<file path="src/rtl/p405s_dtlb_missctl_pkg.sv">
// rtl/p405s_dtlb_missctl_pkg.sv - shared types and default sizes for the data-side shadow TLB miss controller
package p405s_dtlb_missctl_pkg;

    localparam int NUM_ENT_DEF = 4;
    localparam int EA_W_DEF    = 22;
    localparam int SIZE_W_DEF  = 7;

    typedef enum logic [1:0] {
        ST_IDLE = 2'd0,
        ST_REQ  = 2'd1,
        ST_WAIT = 2'd2,
        ST_FILL = 2'd3
    } state_t;

endpackage

</file>
<file path="src/rtl/p405s_dtlb_missctl_if.sv">
// rtl/p405s_dtlb_missctl_if.sv - core data-side and UTLB handshake bundle for the DTLB miss controller
interface p405s_dtlb_missctl_if
    import p405s_dtlb_missctl_pkg::*;
#(
    parameter int NUM_ENT = NUM_ENT_DEF,
    parameter int EA_W    = EA_W_DEF,
    parameter int SIZE_W  = SIZE_W_DEF
);
    localparam int IDX_W = $clog2(NUM_ENT);

    logic                ds_req_valid;
    logic                msr_dr;
    logic [EA_W-1:0]     exe_ds_ea;
    logic [NUM_ENT-1:0]  ent_hit;
    logic                ds_flush;
    logic                invalidate_all;
    logic                utlb_gnt;
    logic                utlb_rsp_valid;
    logic                utlb_hit;
    logic [EA_W-1:0]     utlb_rpn;
    logic [SIZE_W-1:0]   utlb_size;

    logic                ds_hold;
    logic                dtlb_hit;
    logic [IDX_W-1:0]    hit_idx;
    logic                multi_hit;
    logic                utlb_req;
    logic [EA_W-1:0]     utlb_req_ea;
    logic [NUM_ENT-1:0]  ent_we;
    logic [NUM_ENT-1:0]  ent_valid;
    logic [EA_W-1:0]     fill_rpn;
    logic [SIZE_W-1:0]   fill_size;
    logic                dtlb_miss_exc;

    modport master (
        output ds_req_valid, msr_dr, exe_ds_ea, ent_hit, ds_flush, invalidate_all,
        output utlb_gnt, utlb_rsp_valid, utlb_hit, utlb_rpn, utlb_size,
        input  ds_hold, dtlb_hit, hit_idx, multi_hit, utlb_req, utlb_req_ea,
        input  ent_we, ent_valid, fill_rpn, fill_size, dtlb_miss_exc
    );

    modport slave (
        input  ds_req_valid, msr_dr, exe_ds_ea, ent_hit, ds_flush, invalidate_all,
        input  utlb_gnt, utlb_rsp_valid, utlb_hit, utlb_rpn, utlb_size,
        output ds_hold, dtlb_hit, hit_idx, multi_hit, utlb_req, utlb_req_ea,
        output ent_we, ent_valid, fill_rpn, fill_size, dtlb_miss_exc
    );

endinterface

</file>
<file path="src/rtl/p405s_dtlb_missctl_victim_sel.sv">
// rtl/p405s_dtlb_missctl_victim_sel.sv - victim slot choice: lowest invalid entry, else round-robin pointer
module p405s_dtlb_missctl_victim_sel
    import p405s_dtlb_missctl_pkg::*;
#(
    parameter int NUM_ENT = NUM_ENT_DEF
) (
    input  logic               clk,
    input  logic               rst_n,
    input  logic [NUM_ENT-1:0] valid,
    input  logic               advance,
    output logic [NUM_ENT-1:0] victim
);
    localparam int IDX_W = $clog2(NUM_ENT);

    logic [IDX_W-1:0] ptr;
    logic             all_valid;

    assign all_valid = &valid;

    always_comb begin
        victim = NUM_ENT'(1) << ptr;
        for (int i = NUM_ENT - 1; i >= 0; i--) begin
            if (!valid[i]) begin
                victim = NUM_ENT'(1) << i;
            end
        end
    end

    // Pointer only moves when an already-valid slot is overwritten; wraps naturally (NUM_ENT is a power of 2).
    always_ff @(posedge clk or negedge rst_n) begin
        if (!rst_n) begin
            ptr <= '0;
        end else if (advance && all_valid) begin
            ptr <= ptr + 1'b1;
        end
    end

endmodule

</file>
<file path="src/rtl/p405s_dtlb_missctl.sv">
// rtl/p405s_dtlb_missctl.sv - data-side shadow TLB miss/fill controller: hit qualify, stall, UTLB fetch, victim fill
module p405s_dtlb_missctl
    import p405s_dtlb_missctl_pkg::*;
#(
    parameter int NUM_ENT = NUM_ENT_DEF,
    parameter int EA_W    = EA_W_DEF,
    parameter int SIZE_W  = SIZE_W_DEF
) (
    input logic                 clk,
    input logic                 rst_n,
    p405s_dtlb_missctl_if.slave bus
);
    localparam int IDX_W = $clog2(NUM_ENT);

    state_t             state;
    logic [NUM_ENT-1:0] valid_q;
    logic [NUM_ENT-1:0] victim;
    logic [NUM_ENT-1:0] qh;
    logic [EA_W-1:0]    req_ea_q;
    logic [EA_W-1:0]    fill_rpn_q;
    logic [SIZE_W-1:0]  fill_size_q;
    logic               exc_q;
    logic               squash_q;
    logic               access;
    logic               any_hit;
    logic               in_flight;
    logic               squash_now;
    logic               fill_commit;
    logic [IDX_W-1:0]   low_idx;
    logic [IDX_W:0]     hit_cnt;

    assign qh          = bus.ent_hit & valid_q;
    assign any_hit     = |qh;
    assign access      = bus.ds_req_valid & bus.msr_dr & ~bus.ds_flush;
    assign in_flight   = (state == ST_REQ) || (state == ST_WAIT);
    // A squash raised in the same cycle as the response must still cancel the fill.
    assign squash_now  = squash_q | (in_flight & (bus.ds_flush | bus.invalidate_all));
    assign fill_commit = (state == ST_FILL) & ~bus.invalidate_all;

    always_comb begin
        low_idx = '0;
        hit_cnt = '0;
        for (int i = NUM_ENT - 1; i >= 0; i--) begin
            if (qh[i]) begin
                low_idx = IDX_W'(i);
            end
        end
        for (int i = 0; i < NUM_ENT; i++) begin
            hit_cnt = hit_cnt + (IDX_W + 1)'(qh[i]);
        end
    end

    p405s_dtlb_missctl_victim_sel #(
        .NUM_ENT (NUM_ENT)
    ) u_victim_sel (
        .clk     (clk),
        .rst_n   (rst_n),
        .valid   (valid_q),
        .advance (fill_commit),
        .victim  (victim)
    );

    always_ff @(posedge clk or negedge rst_n) begin
        if (!rst_n) begin
            state       <= ST_IDLE;
            valid_q     <= '0;
            req_ea_q    <= '0;
            fill_rpn_q  <= '0;
            fill_size_q <= '0;
            exc_q       <= 1'b0;
            squash_q    <= 1'b0;
        end else begin
            exc_q <= 1'b0;
            if (bus.invalidate_all) begin
                valid_q <= '0;
            end else if (state == ST_FILL) begin
                valid_q <= valid_q | victim;
            end
            case (state)
                ST_IDLE: begin
                    squash_q <= 1'b0;
                    if (access && !any_hit) begin
                        req_ea_q <= bus.exe_ds_ea;
                        state    <= ST_REQ;
                    end
                end
                ST_REQ: begin
                    squash_q <= squash_now;
                    if (bus.utlb_gnt) begin
                        state <= ST_WAIT;
                    end
                end
                ST_WAIT: begin
                    squash_q <= squash_now;
                    if (bus.utlb_rsp_valid) begin
                        if (squash_now) begin
                            squash_q <= 1'b0;
                            state    <= ST_IDLE;
                        end else if (bus.utlb_hit) begin
                            fill_rpn_q  <= bus.utlb_rpn;
                            fill_size_q <= bus.utlb_size;
                            state       <= ST_FILL;
                        end else begin
                            exc_q <= 1'b1;
                            state <= ST_IDLE;
                        end
                    end
                end
                ST_FILL: begin
                    state <= ST_IDLE;
                end
                default: begin
                    state <= ST_IDLE;
                end
            endcase
        end
    end

    assign bus.dtlb_hit      = (state == ST_IDLE) & access & any_hit;
    assign bus.hit_idx       = bus.dtlb_hit ? low_idx : '0;
    assign bus.multi_hit     = bus.dtlb_hit & (hit_cnt > (IDX_W + 1)'(1));
    assign bus.ds_hold       = (state != ST_IDLE) | (access & ~any_hit);
    assign bus.utlb_req      = (state == ST_REQ);
    assign bus.utlb_req_ea   = req_ea_q;
    assign bus.ent_we        = fill_commit ? victim : '0;
    assign bus.ent_valid     = valid_q;
    assign bus.fill_rpn      = fill_rpn_q;
    assign bus.fill_size     = fill_size_q;
    assign bus.dtlb_miss_exc = exc_q;

endmodule

</file>
<file path="src/flat_wrapper.sv">
// flat-port wrapper written by rule: the top's interface ports become plain ports
module p405s_dtlb_missctl_flat import p405s_dtlb_missctl_pkg::*;
#(
    parameter int NUM_ENT = NUM_ENT_DEF,
    parameter int EA_W    = EA_W_DEF,
    parameter int SIZE_W  = SIZE_W_DEF
)
  (clk, rst_n, bus_ds_req_valid, bus_msr_dr, bus_exe_ds_ea, bus_ent_hit, bus_ds_flush, bus_invalidate_all, bus_utlb_gnt, bus_utlb_rsp_valid, bus_utlb_hit, bus_utlb_rpn, bus_utlb_size, bus_ds_hold, bus_dtlb_hit, bus_hit_idx, bus_multi_hit, bus_utlb_req, bus_utlb_req_ea, bus_ent_we, bus_ent_valid, bus_fill_rpn, bus_fill_size, bus_dtlb_miss_exc);
  p405s_dtlb_missctl_if #(.NUM_ENT(NUM_ENT), .EA_W(EA_W), .SIZE_W(SIZE_W)) bus_i ();
  input logic clk;
  input logic rst_n;
  input wire logic [$bits(bus_i.ds_req_valid)-1:0] bus_ds_req_valid;
  input wire logic [$bits(bus_i.msr_dr)-1:0] bus_msr_dr;
  input wire logic [$bits(bus_i.exe_ds_ea)-1:0] bus_exe_ds_ea;
  input wire logic [$bits(bus_i.ent_hit)-1:0] bus_ent_hit;
  input wire logic [$bits(bus_i.ds_flush)-1:0] bus_ds_flush;
  input wire logic [$bits(bus_i.invalidate_all)-1:0] bus_invalidate_all;
  input wire logic [$bits(bus_i.utlb_gnt)-1:0] bus_utlb_gnt;
  input wire logic [$bits(bus_i.utlb_rsp_valid)-1:0] bus_utlb_rsp_valid;
  input wire logic [$bits(bus_i.utlb_hit)-1:0] bus_utlb_hit;
  input wire logic [$bits(bus_i.utlb_rpn)-1:0] bus_utlb_rpn;
  input wire logic [$bits(bus_i.utlb_size)-1:0] bus_utlb_size;
  output wire logic [$bits(bus_i.ds_hold)-1:0] bus_ds_hold;
  output wire logic [$bits(bus_i.dtlb_hit)-1:0] bus_dtlb_hit;
  output wire logic [$bits(bus_i.hit_idx)-1:0] bus_hit_idx;
  output wire logic [$bits(bus_i.multi_hit)-1:0] bus_multi_hit;
  output wire logic [$bits(bus_i.utlb_req)-1:0] bus_utlb_req;
  output wire logic [$bits(bus_i.utlb_req_ea)-1:0] bus_utlb_req_ea;
  output wire logic [$bits(bus_i.ent_we)-1:0] bus_ent_we;
  output wire logic [$bits(bus_i.ent_valid)-1:0] bus_ent_valid;
  output wire logic [$bits(bus_i.fill_rpn)-1:0] bus_fill_rpn;
  output wire logic [$bits(bus_i.fill_size)-1:0] bus_fill_size;
  output wire logic [$bits(bus_i.dtlb_miss_exc)-1:0] bus_dtlb_miss_exc;
  assign bus_i.ds_req_valid = bus_ds_req_valid;
  assign bus_i.msr_dr = bus_msr_dr;
  assign bus_i.exe_ds_ea = bus_exe_ds_ea;
  assign bus_i.ent_hit = bus_ent_hit;
  assign bus_i.ds_flush = bus_ds_flush;
  assign bus_i.invalidate_all = bus_invalidate_all;
  assign bus_i.utlb_gnt = bus_utlb_gnt;
  assign bus_i.utlb_rsp_valid = bus_utlb_rsp_valid;
  assign bus_i.utlb_hit = bus_utlb_hit;
  assign bus_i.utlb_rpn = bus_utlb_rpn;
  assign bus_i.utlb_size = bus_utlb_size;
  assign bus_ds_hold = bus_i.ds_hold;
  assign bus_dtlb_hit = bus_i.dtlb_hit;
  assign bus_hit_idx = bus_i.hit_idx;
  assign bus_multi_hit = bus_i.multi_hit;
  assign bus_utlb_req = bus_i.utlb_req;
  assign bus_utlb_req_ea = bus_i.utlb_req_ea;
  assign bus_ent_we = bus_i.ent_we;
  assign bus_ent_valid = bus_i.ent_valid;
  assign bus_fill_rpn = bus_i.fill_rpn;
  assign bus_fill_size = bus_i.fill_size;
  assign bus_dtlb_miss_exc = bus_i.dtlb_miss_exc;
  p405s_dtlb_missctl #(.NUM_ENT(NUM_ENT), .EA_W(EA_W), .SIZE_W(SIZE_W)) u_core (.clk(clk), .rst_n(rst_n), .bus(bus_i));
endmodule
</file>
<file path="config.mk">
export PLATFORM = sky130hd
export DESIGN_NAME = p405s_dtlb_missctl_flat
export DESIGN_NICKNAME = d
export VERILOG_FILES = /design/src/rtl/p405s_dtlb_missctl_pkg.sv /design/src/rtl/p405s_dtlb_missctl_if.sv /design/src/rtl/p405s_dtlb_missctl_victim_sel.sv /design/src/rtl/p405s_dtlb_missctl.sv /design/src/flat_wrapper.sv
export SDC_FILE = /design/constraint.sdc
export NUM_CORES = 1
export LEC_CHECK = 0
export ABC_AREA = 1
export BUFFER_PORTS_ARGS = -buffer_cell sky130_fd_sc_hd__buf_4
export CELL_PAD_IN_SITES_DETAIL_PLACEMENT = 1
export CELL_PAD_IN_SITES_GLOBAL_PLACEMENT = 2
export CORE_ASPECT_RATIO = 1.4
export CORE_UTILIZATION = 23
export CTS_CLUSTER_SIZE = 10
export DETAILED_ROUTE_END_ITERATION = 12
export PLACE_DENSITY = 0.79
export SYNTH_ARGS = -nofsm -noshare
export SYNTH_HDL_FRONTEND = slang
export SYNTH_SLANG_ARGS = --single-unit
</file>
<file path="constraint.sdc">
create_clock -name clk -period 1.6 [get_ports clk]
set_input_delay 0.16 -clock clk [delete_from_list [all_inputs] [get_ports clk]]
set_output_delay 0.16 -clock clk [all_outputs]
set_load 0.02 [all_outputs]
</file>
==> run summary <==
Final core utilization -> 44.4%
Pre-CTS WS -> 0.00370 ns
Crit path kind -> flip-flop to output pin
Core Region -> 0.0118 sq mm
Layout net count -> 572
Yosys Warn Count -> 0
GR met2 Demand/Resource -> 28.4%
Outcome -> finished, violations left
HPWL Detailed -> 6800 microns
Pre-antenna DRT Iters -> 4
Gp weighted congestion -> 0.762
Mapped Cells -> 325
Slew HR -> 70.5%
Total Power -> 8.95 mW
CTS buffer count -> 9
Grt ovf -> 0
Total track usage -> 15.8%
Syn Std Cell Area -> 0.00278 sq mm
Final setup TNS -> -6.84 ns
Starting density of the core -> 23.5%
Max frequency -> 556 MHz
Die width -> 94.9 microns
Min Tclk post-route -> 1.80 ns
Pin count of the biggest net entering global routing -> 32
Wire per inst -> 15.8 microns
Clock Pin Slew Worst Setup and Hold Paths -> 0.05 ns
Clock Latency Late Sink -> 0.33 ns
Maximum vdd drop -> 0.828 mV
Final setup skew -> 0.00389 ns
Design area -> 0.00525 sq mm
Crit path required time -> 1.44 ns
Maxcap violations -> 0
Share of layout cells above drive strength 1 -> 59.5%
Synthesized flop and latch total -> 61
Hold Path Class -> input pin to flip-flop
Port Buffers -> 129
Initial antenna violation count -> 0
Failing checks -> setup timing
CP arrival -> 1.64 ns
Area Overhead vs Synth -> 88.9%
Final setup margin -> -0.198 ns
CTS tree -> done
Leakage -> 2.79 nW
Chip Height -> 132 microns
Max-slew violation count -> 0
Busiest layer in global routing -> met2
Layout Cells excl Fill -> 648
Hold_ws -> 0.0287 ns
Tcrit/Tclk final -> 112%
Most frequent cells in the layout -> buf_4 (142), dfrtp_1 (61), nand2_2 (50)
ANT nets after route -> 0
Distinct cells, synth -> 24
Sequential fraction of the synthesis area -> 54.9%
Synth Net Count -> 401
First-pass GRT wire length -> 15000 microns
Routing usage on met3 -> 2.65%
Unrepaired setup endpoints after global routing -> true
Dpl cell area -> 0.00404 sq mm
DR DRC count -> 0
Placed cell count -> 605
Type of origin of the critical path -> flip-flop
Setup Viol. Count Final -> 60
Iter 0 DRT Violations -> 64
Global-route met1 utilization -> 16.8%
Pwr/cell area -> 1700 mW/mm^2
Vias in the first global route -> 3139
Antenna Cells -> 0
Root buf cell -> clkbuf_16
Clock H-tree levels -> 3
Layout fillers -> 1340
Top Ports -> 130
Hold Vio Cnt, Final -> 0
Crit Path Max Fanout -> 3
CTS Sinks -> 61
Rows -> 47
Commonest non-fill, non-tap cell in the layout -> buf_4
Routed wire length -> 10200 microns
Total number of vias -> 2907
Average size of a mapped cell -> 8.55 sq um
Worst Setup End Kind -> output pin
Worst-Margin Slew -> 0.442 ns
Post-DR vias/cell -> 4.49
Die ar. -> 0.0125 sq mm
Clk buf depth -> 2
## metal layers
layer	vias up	share of wire, %
met2	70	57
met4	0	2.8
met1	1428	37
met3	17	3.4
li1	1392	-
met5	-	0
## final cells by class
cell class	instances	area (sq um)	share of cell area (%)
Inverter	22	87.6	1.67
Tap cell	147	184	3.50
Multi-Input combinational cell	226	1620	30.8
Timing Repair Buffer	176	1540	29.4
Clock inverter	4	47.5	0.905
Clock buffer	12	246	4.69
Sequential cell	61	1530	29.1
## where the power goes
part	leakage [nW]	switching, mW	internal, mW
sequential	0.770	0.470	2.20
clock	0.143	0.673	1.24
combinational	1.87	2.39	1.97
total	2.79	3.53	5.41
## flip-flops by register name, indices dropped and copies added, names as in the netlist
register,cells
u_core.bus.fill_rpn,22
u_core.bus.utlb_req_ea,22
u_core.bus.fill_size,7
u_core.bus.ent_valid,4
u_core.state,2
u_core.u_victim_sel.ptr,2
u_core.bus.dtlb_miss_exc,1
u_core.squash_q,1
## synthesized netlist by cell type
cell type | instances | area (sq um)
nand2_1 | 126 | 473
dfrtp_1 | 61 | 1530
o21ai_0 | 33 | 165
nand3_1 | 26 | 130
inv_1 | 22 | 82.6
ha_1 | 12 | 150
clkbuf_1 | 8 | 30.0
a21oi_1 | 6 | 30.0
nor2_1 | 6 | 22.5
buf_2 | 5 | 25.0
nand4_1 | 3 | 18.8
buf_6 | 2 | 22.5
nand3_2 | 2 | 20.0
nor2_2 | 2 | 12.5
nor3_1 | 2 | 10.0
a211oi_1 | 1 | 7.51
a31oi_1 | 1 | 6.26
clkbuf_2 | 1 | 5.00
nand3b_1 | 1 | 7.51
nor4_1 | 1 | 6.26
o21ai_1 | 1 | 5.00
o21ai_2 | 1 | 8.76
o22ai_1 | 1 | 6.26
xor2_1 | 1 | 8.76
## kinds of logic after synthesis
| kind of cell | Yosys count | share of synthesized area (%) |
|---|---|---|
| and+or+nand+nor | 169 | 25.2 |
| buffers and inverters | 38 | 5.94 |
| AOI/OAI and AO/OA | 44 | 8.24 |
| xor gates and xnor gates | 1 | 0.315 |
| DFF | 61 | 54.9 |
| adders and majority gates | 12 | 5.40 |
## path summary, 6_finish.rpt
| kind | to | slack [ns] | cells past startpoint | from |
|---|---|---|---|---|
| min | u_core.bus.fill_rpn[18]$_DFFE_PN0P_ | 0.03 | 3 | bus_utlb_rpn[18] |
| max | bus_multi_hit | -0.20 | 6 | u_core.bus.ent_valid[0]$_DFFE_PN0P_ |
| max reg2reg | u_core.bus.fill_size[0]$_DFFE_PN0P_ | -0.19 | 11 | u_core.state[1]$_DFFE_PN0P_ |
| min in group asynchronous | u_core.u_victim_sel.ptr[0]$_DFFE_PN0P_ | 0.31 | 2 | rst_n |
| max in group asynchronous | u_core.bus.fill_rpn[6]$_DFFE_PN0P_ | 0.75 | 3 | rst_n |
| min reg2reg | u_core.bus.utlb_req_ea[1]$_DFFE_PN0P_ | 0.49 | 2 | u_core.bus.utlb_req_ea[1]$_DFFE_PN0P_ |
## critical path, stage by stage (launching register included)
cell and delay [ns]:
dfrtp_1 0.38, nand2_2 0.11, ha_4 0.22, ha_4 0.26, nand3_2 0.05, a21oi_2 0.14
buf_6 0.13
## what timing repair did
| item | 4_1_cts | 5_1_grt |
|---|---|---|
| setup endpoints to repair | 10 | 62 |
| hold endpoints to repair | 31 | 0 |
| cloned | 1 | 5 |
| pin swaps | 14 | 22 |
| hold buffers | 2 | 0 |
| gates resized for setup | 43 | 134 |
| buffers inserted | 10 | 11 |
No activity file was read; power rests on OpenSTA's default activity.
